==> src/rtl/core_done_if.sv <==
// Handshake bundle for core_done_collector.
// CORE_DONE_TIMEOUT_EN adds the timeout pulse.
interface core_done_if;
  logic [4:0]  num_core;
  logic        start;
  logic [15:0] done;
  logic        busy;
  logic        all_done;
  logic [4:0]  done_count;
  logic [15:0] core_mask;
`ifdef CORE_DONE_TIMEOUT_EN
  logic        timeout;
`endif

  modport master (
    output num_core, start, done,
    input  busy, all_done, done_count, core_mask
`ifdef CORE_DONE_TIMEOUT_EN
    , input timeout
`endif
  );

  modport slave (
    input  num_core, start, done,
    output busy, all_done, done_count, core_mask
`ifdef CORE_DONE_TIMEOUT_EN
    , output timeout
`endif
  );
endinterface

==> src/rtl/core_done_collector.sv <==
// Collects per-core done flags for a run and pulses all_done.
// Optional WAIT timeout abort under CORE_DONE_TIMEOUT_EN.
module core_done_collector #(
  parameter logic [15:0] TIMEOUT_CYCLES = 16'd1000
) (
  input logic       clk,
  input logic       rst,
  core_done_if.slave bus
);
  typedef enum logic [1:0] {
    IDLE,
    WAIT,
    DONE
  } state_t;

  state_t      state;
  logic [15:0] flags;
  logic [15:0] mask_q;
  logic [4:0]  count_q;
  logic        busy_q;
  logic        all_done_q;
  logic [15:0] next_flags;
  logic        complete;

  assign next_flags = flags | (bus.done & mask_q);
  assign complete   = (next_flags == mask_q);

  // 4 cores use cores 1,2,5,6; unsupported counts fall back to that.
  function automatic logic [15:0] map_mask(input logic [4:0] n);
    logic [15:0] m;
    m = 16'h0033;
    unique case (1'b1)
      (n == 5'd1):  m = 16'h0001;
      (n == 5'd2):  m = 16'h0003;
      (n == 5'd8):  m = 16'h00FF;
      (n == 5'd16): m = 16'hFFFF;
      default:      m = 16'h0033;
    endcase
    return m;
  endfunction

  function automatic logic [4:0] popcnt(input logic [15:0] v);
    logic [4:0] c;
    c = 5'd0;
    for (int i = 0; i < 16; i++)
      c = c + {4'd0, v[i]};
    return c;
  endfunction

`ifdef CORE_DONE_TIMEOUT_EN
  logic [15:0] wait_cnt;
  logic        timeout_q;
  logic        expired;

  assign expired     = (wait_cnt == TIMEOUT_CYCLES - 16'd1);
  assign bus.timeout = timeout_q;
`else
  logic unused_timeout;
  assign unused_timeout = ^TIMEOUT_CYCLES;
`endif

  always_ff @(posedge clk or posedge rst) begin
    if (rst) begin
      state      <= IDLE;
      flags      <= '0;
      mask_q     <= '0;
      count_q    <= '0;
      busy_q     <= 1'b0;
      all_done_q <= 1'b0;
`ifdef CORE_DONE_TIMEOUT_EN
      wait_cnt   <= '0;
      timeout_q  <= 1'b0;
`endif
    end else begin
      all_done_q <= 1'b0;
`ifdef CORE_DONE_TIMEOUT_EN
      timeout_q  <= 1'b0;
`endif
      case (state)
        IDLE: begin
          if (bus.start) begin
            mask_q  <= map_mask(bus.num_core);
            flags   <= '0;
            count_q <= '0;
            busy_q  <= 1'b1;
            state   <= WAIT;
`ifdef CORE_DONE_TIMEOUT_EN
            wait_cnt <= '0;
`endif
          end
        end
        WAIT: begin
          flags   <= next_flags;
          count_q <= popcnt(next_flags);
          if (complete) begin
            busy_q     <= 1'b0;
            all_done_q <= 1'b1;
            state      <= DONE;
`ifdef CORE_DONE_TIMEOUT_EN
          end else if (expired) begin
            busy_q    <= 1'b0;
            timeout_q <= 1'b1;
            state     <= IDLE;
          end else begin
            wait_cnt <= wait_cnt + 16'd1;
`endif
          end
        end
        DONE: begin
          state <= IDLE;
        end
        default: begin
          busy_q <= 1'b0;
          state  <= IDLE;
        end
      endcase
    end
  end

  assign bus.busy       = busy_q;
  assign bus.all_done   = all_done_q;
  assign bus.done_count = count_q;
  assign bus.core_mask  = mask_q;
endmodule

==> src/flat_wrapper.sv <==
// flat-port wrapper written by rule: the top's interface ports become plain ports
module core_done_collector_flat 
#(
  parameter logic [15:0] TIMEOUT_CYCLES = 16'd1000
)
  (clk, rst, bus_num_core, bus_start, bus_done, bus_busy, bus_all_done, bus_done_count, bus_core_mask);
  core_done_if bus_i ();
  input logic clk;
  input logic rst;
  input wire logic [$bits(bus_i.num_core)-1:0] bus_num_core;
  input wire logic [$bits(bus_i.start)-1:0] bus_start;
  input wire logic [$bits(bus_i.done)-1:0] bus_done;
  output wire logic [$bits(bus_i.busy)-1:0] bus_busy;
  output wire logic [$bits(bus_i.all_done)-1:0] bus_all_done;
  output wire logic [$bits(bus_i.done_count)-1:0] bus_done_count;
  output wire logic [$bits(bus_i.core_mask)-1:0] bus_core_mask;
  assign bus_i.num_core = bus_num_core;
  assign bus_i.start = bus_start;
  assign bus_i.done = bus_done;
  assign bus_busy = bus_i.busy;
  assign bus_all_done = bus_i.all_done;
  assign bus_done_count = bus_i.done_count;
  assign bus_core_mask = bus_i.core_mask;
  core_done_collector #(.TIMEOUT_CYCLES(TIMEOUT_CYCLES)) u_core (.clk(clk), .rst(rst), .bus(bus_i));
endmodule
==> config.mk <==
export PLATFORM = sky130hd
export DESIGN_NAME = core_done_collector_flat
export DESIGN_NICKNAME = d
export VERILOG_FILES = /design/src/rtl/core_done_if.sv /design/src/rtl/core_done_collector.sv /design/src/flat_wrapper.sv
export SDC_FILE = /design/constraint.sdc
export NUM_CORES = 1
export LEC_CHECK = 0
export CAP_MARGIN = 20
export CORE_MARGIN = 2
export CORE_UTILIZATION = 35
export CTS_CLUSTER_DIAMETER = 100
export DETAILED_ROUTE_END_ITERATION = 16
export PLACE_DENSITY = 0.71
export SKIP_CTS_REPAIR_TIMING = 1
export SYNTH_ARGS = -nofsm -noshare
export SYNTH_HDL_FRONTEND = slang
export SYNTH_SLANG_ARGS = --single-unit
export TNS_END_PERCENT = 10
==> constraint.sdc <==
create_clock -name clk -period 6.5 [get_ports clk]
set_clock_uncertainty 0.2 [all_clocks]
set_input_delay 1.95 -clock clk [delete_from_list [all_inputs] [get_ports clk]]
set_output_delay 1.95 -clock clk [all_outputs]
set_load 0.01 [all_outputs]
# [Yosys cells after proc, flatten, opt, wreduce, memory -nomap -nowiden]
# Cells that the tools add are included.
# W data, S select, Z words.
[word_totals] ff_bits=41 out_inout_bits=23 inputBits=24 wordCells=52
[op_classes] n_reduce_logical=6 n_eq_ne=9 n_addsub=15 n_bitwise=3 muxes=13
[ops] cell="$add A5 B1 Y5" count=14
[ops] cell="$pmux W16 S4" count=1
[ops] cell="$pmux W16 S2" count=1
[ops] cell="$and A16 B16 Y16" count=1
[ops] cell="$eq A16 B16 Y1" count=1
[ops] cell="$mux W16" count=1
[ops] cell="$or A16 B16 Y16" count=1
[ops] cell="$pmux W5 S2" count=1
[ops] cell="$reduce_and A2 Y1" count=3
[ops] cell="$eq A5 B1 Y1 const B" count=1
[ops] cell="$eq A5 B2 Y1 const B" count=1
[ops] cell="$eq A5 B4 Y1 const B" count=1
[ops] cell="$eq A5 B5 Y1 const B" count=1
[ops] cell="$mux W5" count=1
[ops] cell="$mux W1" count=4
[ops] cell="$mux W2" count=2
[ops] cell="$pmux W2 S2" count=1
[ops] cell="$pmux W1 S3" count=1
[ops] cell="$reduce_and A3 Y1" count=1
[ops] cell="$add A1 B1 Y2" count=1
[ops] cell="$eq A2 B1 Y1 const B" count=1
[ops] cell="$eq A2 B2 Y1 const B" count=1
[ops] cell="$logic_not A2 Y1" count=1
[ops] cell="$ne A2 B1 Y1 const B" count=1
[ops] cell="3 further kinds" count=3

# [Logic depth before layout (Yosys ltp)]
# Gate-level depths: netlist of run 1.
[depth] ltp_word=18 mapped_depth=16 depth_no_buf=15

# [Worst setup path before layout of run 1]
# OpenSTA, ideal clock, no wires.
[synth_path] path_type="in2reg" start="input port bus_done[1]" end="register u_core.count_q[1], in the netlist u_core.bus.done_count[1]" cell_stages=11 path_buffers=0 slack_ns=0.657 arrival_ns=5.522 required_ns=6.179 setup_ns=0.121 path_cell_list="a21o_1 > ha_1 > fa_1 > inv_1 > fa_1 > inv_1 > fa_1 > fa_1 > fa_1 > fa_1 > a22o_1"
[synth_via] elab_chain_len=18
[synth_lines] element="start: declaration" line_no="flat_wrapper.sv:12" source="input wire logic [$bits(bus_i.done)-1:0] bus_done;"
[synth_lines] element="$and A16 B16 Y16" line_no="core_done_collector.sv:25" source="assign next_flags = flags | (bus.done & mask_q);"
[synth_lines] element="$or A16 B16 Y16" line_no="core_done_collector.sv:25"
[synth_lines] element="$add A1 B1 Y2" line_no="core_done_collector.sv:46" source="c = c + {4'd0, v[i]};"
[synth_lines] element="$add A5 B1 Y5 (14 in series)" line_no="core_done_collector.sv:46"
[synth_lines] element="$pmux W5 S2" line_no="core_done_collector.sv:79" source="case (state)"
[synth_lines] element="end signal: assignment" line_no="core_done_collector.sv:94" source="count_q <= popcnt(next_flags);"
[synth_lines] element="end: declaration" line_no="core_done_collector.sv:19" source="logic [4:0] count_q;"
# Every way passes these cells.
# A chain may end at the register's enable or synchronous reset.

# [Final worst setup path of run 1]
[layout_path] start="input port bus_done[1]" end="register u_core.count_q[2], in the netlist u_core.bus.done_count[2]"
# The elaborated chain is that of the path after synthesis.

==> results of run 1 <==
layout make-up:
cell class	instances	area [um2]
multi-input combinational	123	903
timing repair buffer	48	475
fill	483	2680
clock buffer	7	86.3
inverter	14	52.6
clock inverter	1	5.00
sequential	30	751
tap	70	87.6
sequential cells by signal, indices dropped and copies added (netlist names):
register	cells
u_core.bus.core_mask	5
u_core.bus.done_count	5
u_core.bus.busy	1
u_core.flags	16
u_core.bus.all_done	1
u_core.state	2
worst max-delay path: stages:
cell and delay (ns):
clkdlybuf4s50_1 0.44, a21o_1 0.21, ha_1 0.30, fa_1 0.48
inv_1 0.06, fa_1 0.53, inv_1 0.06, fa_1 0.53
fa_1 0.45, fa_1 0.44, fa_1 0.42, xnor2_1 0.14
o21ai_0 0.16
worst max path at each step:
| stage | cells past startpoint | slack [ns] | from | end |
|---|---|---|---|---|
| global route | 13 | 0.13 | bus_done[1] | u_core.bus.done_count[2] |
| CTS | 13 | 0.33 | bus_done[1] | u_core.bus.done_count[2] |
| floorplan | 11 | 0.66 | bus_done[1] | u_core.bus.done_count[1] |
| detailed placement | 13 | 0.06 | bus_done[1] | u_core.bus.done_count[2] |
| finish | 13 | 0.34 | bus_done[1] | u_core.bus.done_count[2] |
| global placement | 13 | 0.10 | bus_done[1] | u_core.bus.done_count[4] |
kinds of logic after synthesis:
family / synth area share
xor+xnor: 0.0193
buf+inv: 0.0870
compound gates: 0.195
mux: 0.0111
simple gates: 0.128
flops: 0.414
fa+ha+maj: 0.145
routing by layer:
layer	GRT usage	share of wire
met1	0.198	0.45
met2	0.236	0.48
met3	0.0571	0.065
met4	0.0655	0.0074
met5	0	0
through the flow:
stage	power (mW)	utilization
detailed placement	0.832	0.450
CTS	0.999	0.468
floorplan	0.669	-
finish	0.984	0.468
global route	1.10	0.468
global placement	0.824	0.450
synthesized netlist by cell type, drive strengths merged:
master / number / area, um2
nand2: 9 / 33.8
a211oi: 1 / 12.5
o22ai: 1 / 6.26
a21boi: 1 / 7.51
o21ai: 20 / 100
o221ai: 4 / 35.0
buf: 11 / 82.6
nor2b: 1 / 6.26
o21bai: 1 / 7.51
clkbuf: 6 / 22.5
nor3: 4 / 20.0
ha: 5 / 62.6
or4: 3 / 22.5
a21oi: 6 / 30.0
a22o: 3 / 26.3
o31ai: 1 / 7.51
nor4: 3 / 18.8
mux2i: 2 / 20.0
xor2: 1 / 8.76
and2: 3 / 18.8
a31oi: 1 / 6.26
or3: 2 / 13.8
xnor2: 3 / 26.3
o22a: 1 / 8.76
nand3: 1 / 5.00
inv: 14 / 52.6
fa: 10 / 200
nor2: 18 / 67.6
dfrtp: 30 / 751
a21o: 14 / 106
nand2b: 4 / 25.0
power groups by stage:
stage | Clock [mW] | Sequential (mW) | Combinational, mW
6_report | 0.154 | 0.278 | 0.552
5_1_grt | 0.168 | 0.287 | 0.644
4_1_cts | 0.159 | 0.278 | 0.562
3_5_place_dp | 0 | 0.281 | 0.551
3_3_place_gp | 0 | 0.281 | 0.543
2_1_floorplan | 0 | 0.282 | 0.388
==> flow_metrics.py, run 1 <==
metrics = {
    "run_status": {
        "outcome": "finished, final reports clean",
    },
    "clocking": {
        "insertion_delay_ns": 0.28,
        "cts_tree": "built",
        "cts_buffers": 5,
        "ctsHtreeMaxLevel": 2,
        "ctsLongestPathBuffers": 2,
        "cts_root_buf": "clkbuf_8",
        "clk_pin_slew_worst_paths_ns": 0.06,
        "cts.sinks": 30,
    },
    "floorplanning": {
        "rows": 26,
        "chipWidth_um": 75.9,
        "coreArea_um2": 5040,
        "die-height_um": 75.9,
        "die_area_um2": 5770,
        "start_util": 0.359,
        "io_pins": 47,
    },
    "power": {
        "switchingPower_mw": 0.398,
        "seq_power_share": 0.283,
        "internal_power_mw": 0.586,
        "vdd_drop_max_uv": 257,
        "power_frac_comb": 0.561,
        "swShare": 0.404,
        "powerDensity_nw_per_um2": 417,
        "p_leak_nw": 1.15,
        "pwr-share-clk": 0.157,
    },
    "worst_hold_path": {
        "holdPathEnd": "u_core.bus.done_count[0]",
        "hold_class": "flop to flop",
        "worst_hold_startpoint": "u_core.bus.done_count[0]",
        "whs_path_depth": 1,
    },
    "layout": {
        "final_common_cell": "clkdlybuf4s50_1",
        "area_growth_pct": 30.3,
        "mostFrequentLayoutCells": "clkdlybuf4s50_1, dfrtp_1, o21ai_0, nor2_1, inv_1",
        "drive_gt1_frac": 0.0538,
        "final_area_um2": 2360,
        "num_antenna_cells": 0,
        "final_nets": 261,
        "instances_no_fill": 293,
    },
    "job": {
        "maxCapViolCount": 0,
    },
    "timing": {
        "slew_violations": 0,
        "hold_viol": 0,
        "fin_ws_ns": 0.341,
        "fmax_mhz": 162,
        "fin_crit_sh": 0.947,
        "period_needed_ns": 6.16,
        "rsz0062_at_grt": "false",
        "relSlewSlack": 0.529,
        "setup_viol": 0,
        "whs_ns": 0.306,
        "tightestPinTransition_ns": 0.706,
        "fin_tns_setup_ns": 0,
    },
    "placed_design": {
        "gp_congestion": 0.756,
        "placed_area_um2": 2270,
        "place_inst": 285,
        "io_buffer_count": 46,
        "place_ws_ns": 0.0564,
        "hpwl_um": 2950,
    },
    "critical_path": {
        "worstReg2RegEnd": "u_core.bus.done_count[2]",
        "critical_path_required_ns": 6.50,
        "worstSetupPathType": "primary input to flop",
        "critPathCaptureType": "flop",
        "reg2reg_depth": 12,
        "rr_startpoint": "u_core.bus.core_mask[14]",
        "r2r_slack_ns": 2.00,
        "start_kind": "primary input",
        "crit_fanout": 2,
        "crit_arrival_ns": 6.16,
    },
    "yosys": {
        "synthCells": 184,
        "ys_seq_area_frac": 0.414,
        "synth_seq_cells": 30,
        "synth_nets": 223,
        "syn_area_um2": 1810,
        "ys_types": 33,
        "avgSynthCellArea_um2": 9.85,
        "synth_warnings": 0,
    },
    "drt": {
        "via_per_inst": 4.90,
        "route.detailed.drc": 0,
        "wl_per_cell_um": 13.3,
        "antenna_left": 0,
        "vias": 1436,
        "drt-pass1-iter-count": 4,
        "wl_um": 3900,
        "first_iter_violations": 64,
    },
    "global_routing": {
        "grt_pass1_vias": 1474,
        "overflow": 0,
        "grt_max_degree": 31,
        "grt_pass1_wl_um": 6980,
        "grt_util_all_layers": 0.154,
        "antenna_found_initial": 0,
    },
}
(Power assumes the default switching activity.)
==> inputs of run 2 (changes only) <==
--- a/config.mk
+++ b/config.mk
@@ -6,10 +6,11 @@
 export NUM_CORES = 1
 export LEC_CHECK = 0
 export CAP_MARGIN = 20
-export CORE_MARGIN = 2
 export CORE_UTILIZATION = 35
+export CTS_BUF_LIST = sky130_fd_sc_hd__clkbuf_16
 export CTS_CLUSTER_DIAMETER = 100
 export DETAILED_ROUTE_END_ITERATION = 16
+export HOLD_SLACK_MARGIN = 0.08
 export PLACE_DENSITY = 0.71
 export SKIP_CTS_REPAIR_TIMING = 1
 export SYNTH_ARGS = -nofsm -noshare
==> run 2 against run 1 <==
  * Clock-buffer cell count decreased by 2
  * Global-route usage is 0.90 points higher
  * Non-clock buffer count is the same
==> flow_metrics.py, run 2 (synthesis results as in run 1) <==
metrics = {
    "run_status": {
        "outcome": "finished, final reports clean",
    },
    "power": {
        "vdd_drop_max_uv": 294,
        "powerDensity_nw_per_um2": 434,
        "p_leak_nw": 1.17,
    },
    "layout": {
        "final_nets": 261,
        "multi_input_area_um2": 903,
        "drive_gt1_frac": 0.0450,
        "final_common_cell": "clkdlybuf4s50_1",
        "area_growth_pct": 32.4,
        "mostFrequentLayoutCells": "clkdlybuf4s50_1, dfrtp_1, o21ai_0, nor2_1, inv_1",
        "num_antenna_cells": 0,
        "final_area_um2": 2400,
        "fill_cells": 449,
        "ff_latch_area_um2": 751,
        "largest_register_ffs": 16,
        "largest_register": "u_core.flags",
    },
    "floorplanning": {
        "die-height_um": 73.9,
        "coreArea_um2": 4850,
        "start_util": 0.374,
        "io_pins": 47,
        "chipWidth_um": 73.9,
        "die_area_um2": 5470,
        "rows": 25,
    },
    "drt": {
        "wl_per_cell_um": 13.4,
        "antenna_left": 0,
        "route.detailed.drc": 0,
        "via_per_inst": 5.01,
        "drt-pass1-iter-count": 5,
        "vias": 1449,
        "first_iter_violations": 75,
        "wl_um": 3860,
    },
    "clocking": {
        "ctsHtreeMaxLevel": 2,
        "cts_tree": "built",
        "cts.sinks": 30,
        "cts_buffers": 5,
        "cts_root_buf": "clkbuf_16",
        "clk_pin_slew_worst_paths_ns": 0.05,
        "ctsLongestPathBuffers": 2,
        "insertion_delay_ns": 0.27,
    },
    "placed_design": {
        "hpwl_um": 2890,
        "placed_area_um2": 2270,
        "io_buffer_count": 46,
        "gp_congestion": 0.779,
    },
    "timing": {
        "fin_tns_setup_ns": 0,
        "tightestPinTransition_ns": 0.694,
        "fmax_mhz": 162,
        "period_needed_ns": 6.17,
        "rsz0062_at_grt": "false",
        "hold_viol": 0,
        "relSlewSlack": 0.536,
        "fin_crit_sh": 0.949,
        "setup_viol": 0,
        "slew_violations": 0,
    },
    "critical_path": {
        "worstSetupPathType": "primary input to flop",
        "crit_arrival_ns": 6.15,
        "start_kind": "primary input",
        "crit_fanout": 2,
        "critPathCaptureType": "flop",
        "critical_path_required_ns": 6.48,
        "r2r_slack_ns": 1.99,
    },
    "global_routing": {
        "grt_max_degree": 31,
        "antenna_found_initial": 0,
        "overflow": 0,
        "grt_pass1_wl_um": 6600,
        "grt_util_all_layers": 0.163,
        "grt_pass1_vias": 1415,
    },
    "worst_hold_path": {
        "hold_class": "flop to flop",
    },
    "job": {
        "maxCapViolCount": 0,
    },
}
run 2: cell count changes in the layout (fill, tap and decap cells not counted):
cell       previous run  this run
clkbuf_8              6         0
clkbuf_16             0         5
inv_1                14        16
clkbuf_1              1         0
clkinv_2              1         0
run 2: layer usage:
layer | part of all wire | up-vias | global-route usage
met5 | 0 | - | 0
met4 | 0.016 | 0 | 0.0641
met3 | 0.063 | 6 | 0.0339
met2 | 0.47 | 56 | 0.257
met1 | 0.45 | 683 | 0.222
li1 | - | 704 | -
run 2: final timing paths:
path | end | cells past startpoint | startpoint
max reg2reg | u_core.bus.done_count[2] | 12 | u_core.bus.core_mask[14]
max | u_core.bus.done_count[2] | 13 | bus_done[1]
min | u_core.bus.done_count[3] | 2 | u_core.bus.done_count[3]
max in group asynchronous | u_core.flags[10] | 3 | rst
min in group asynchronous | u_core.bus.busy | 3 | rst
min reg2reg | u_core.bus.done_count[3] | 2 | u_core.bus.done_count[3]
run 2: through the flow:
step	hold WS, ns	setup WS [ns]	utilization	cells	power (mW)
6_report	0.288	0.332	0.495	289	1.04
5_1_grt	0.341	0.194	0.495	289	1.15
4_1_cts	0.296	0.312	0.495	289	1.05
3_5_place_dp	0.274	0.0332	0.467	282	0.833
3_3_place_gp	0.284	0.0975	0.467	282	0.825
2_1_floorplan	0.315	0.657	-	184	0.669
run 2: final cells by class:
cell class	instances	share of cell area
clock inverter	2	0.00313
inverter	14	0.0219
multi-input combinational	123	0.377
timing repair buffer	48	0.198
tap	67	0.0350
sequential	30	0.313
clock buffer	5	0.0522
run 2: critical path, cell delays in order:
cell,delay (ns)
clkdlybuf4s50_1,0.42
a21o_1,0.20
ha_1,0.30
fa_1,0.48
inv_1,0.06
fa_1,0.53
inv_1,0.05
fa_1,0.48
fa_1,0.52
fa_1,0.45
fa_1,0.41
xnor2_1,0.14
o21ai_0,0.16
run 2: report_power, final:
group          total (mW)  switching, mW  internal, mW
logic               0.554          0.288         0.266
clock network       0.207         0.0716         0.136
registers           0.279         0.0434         0.236
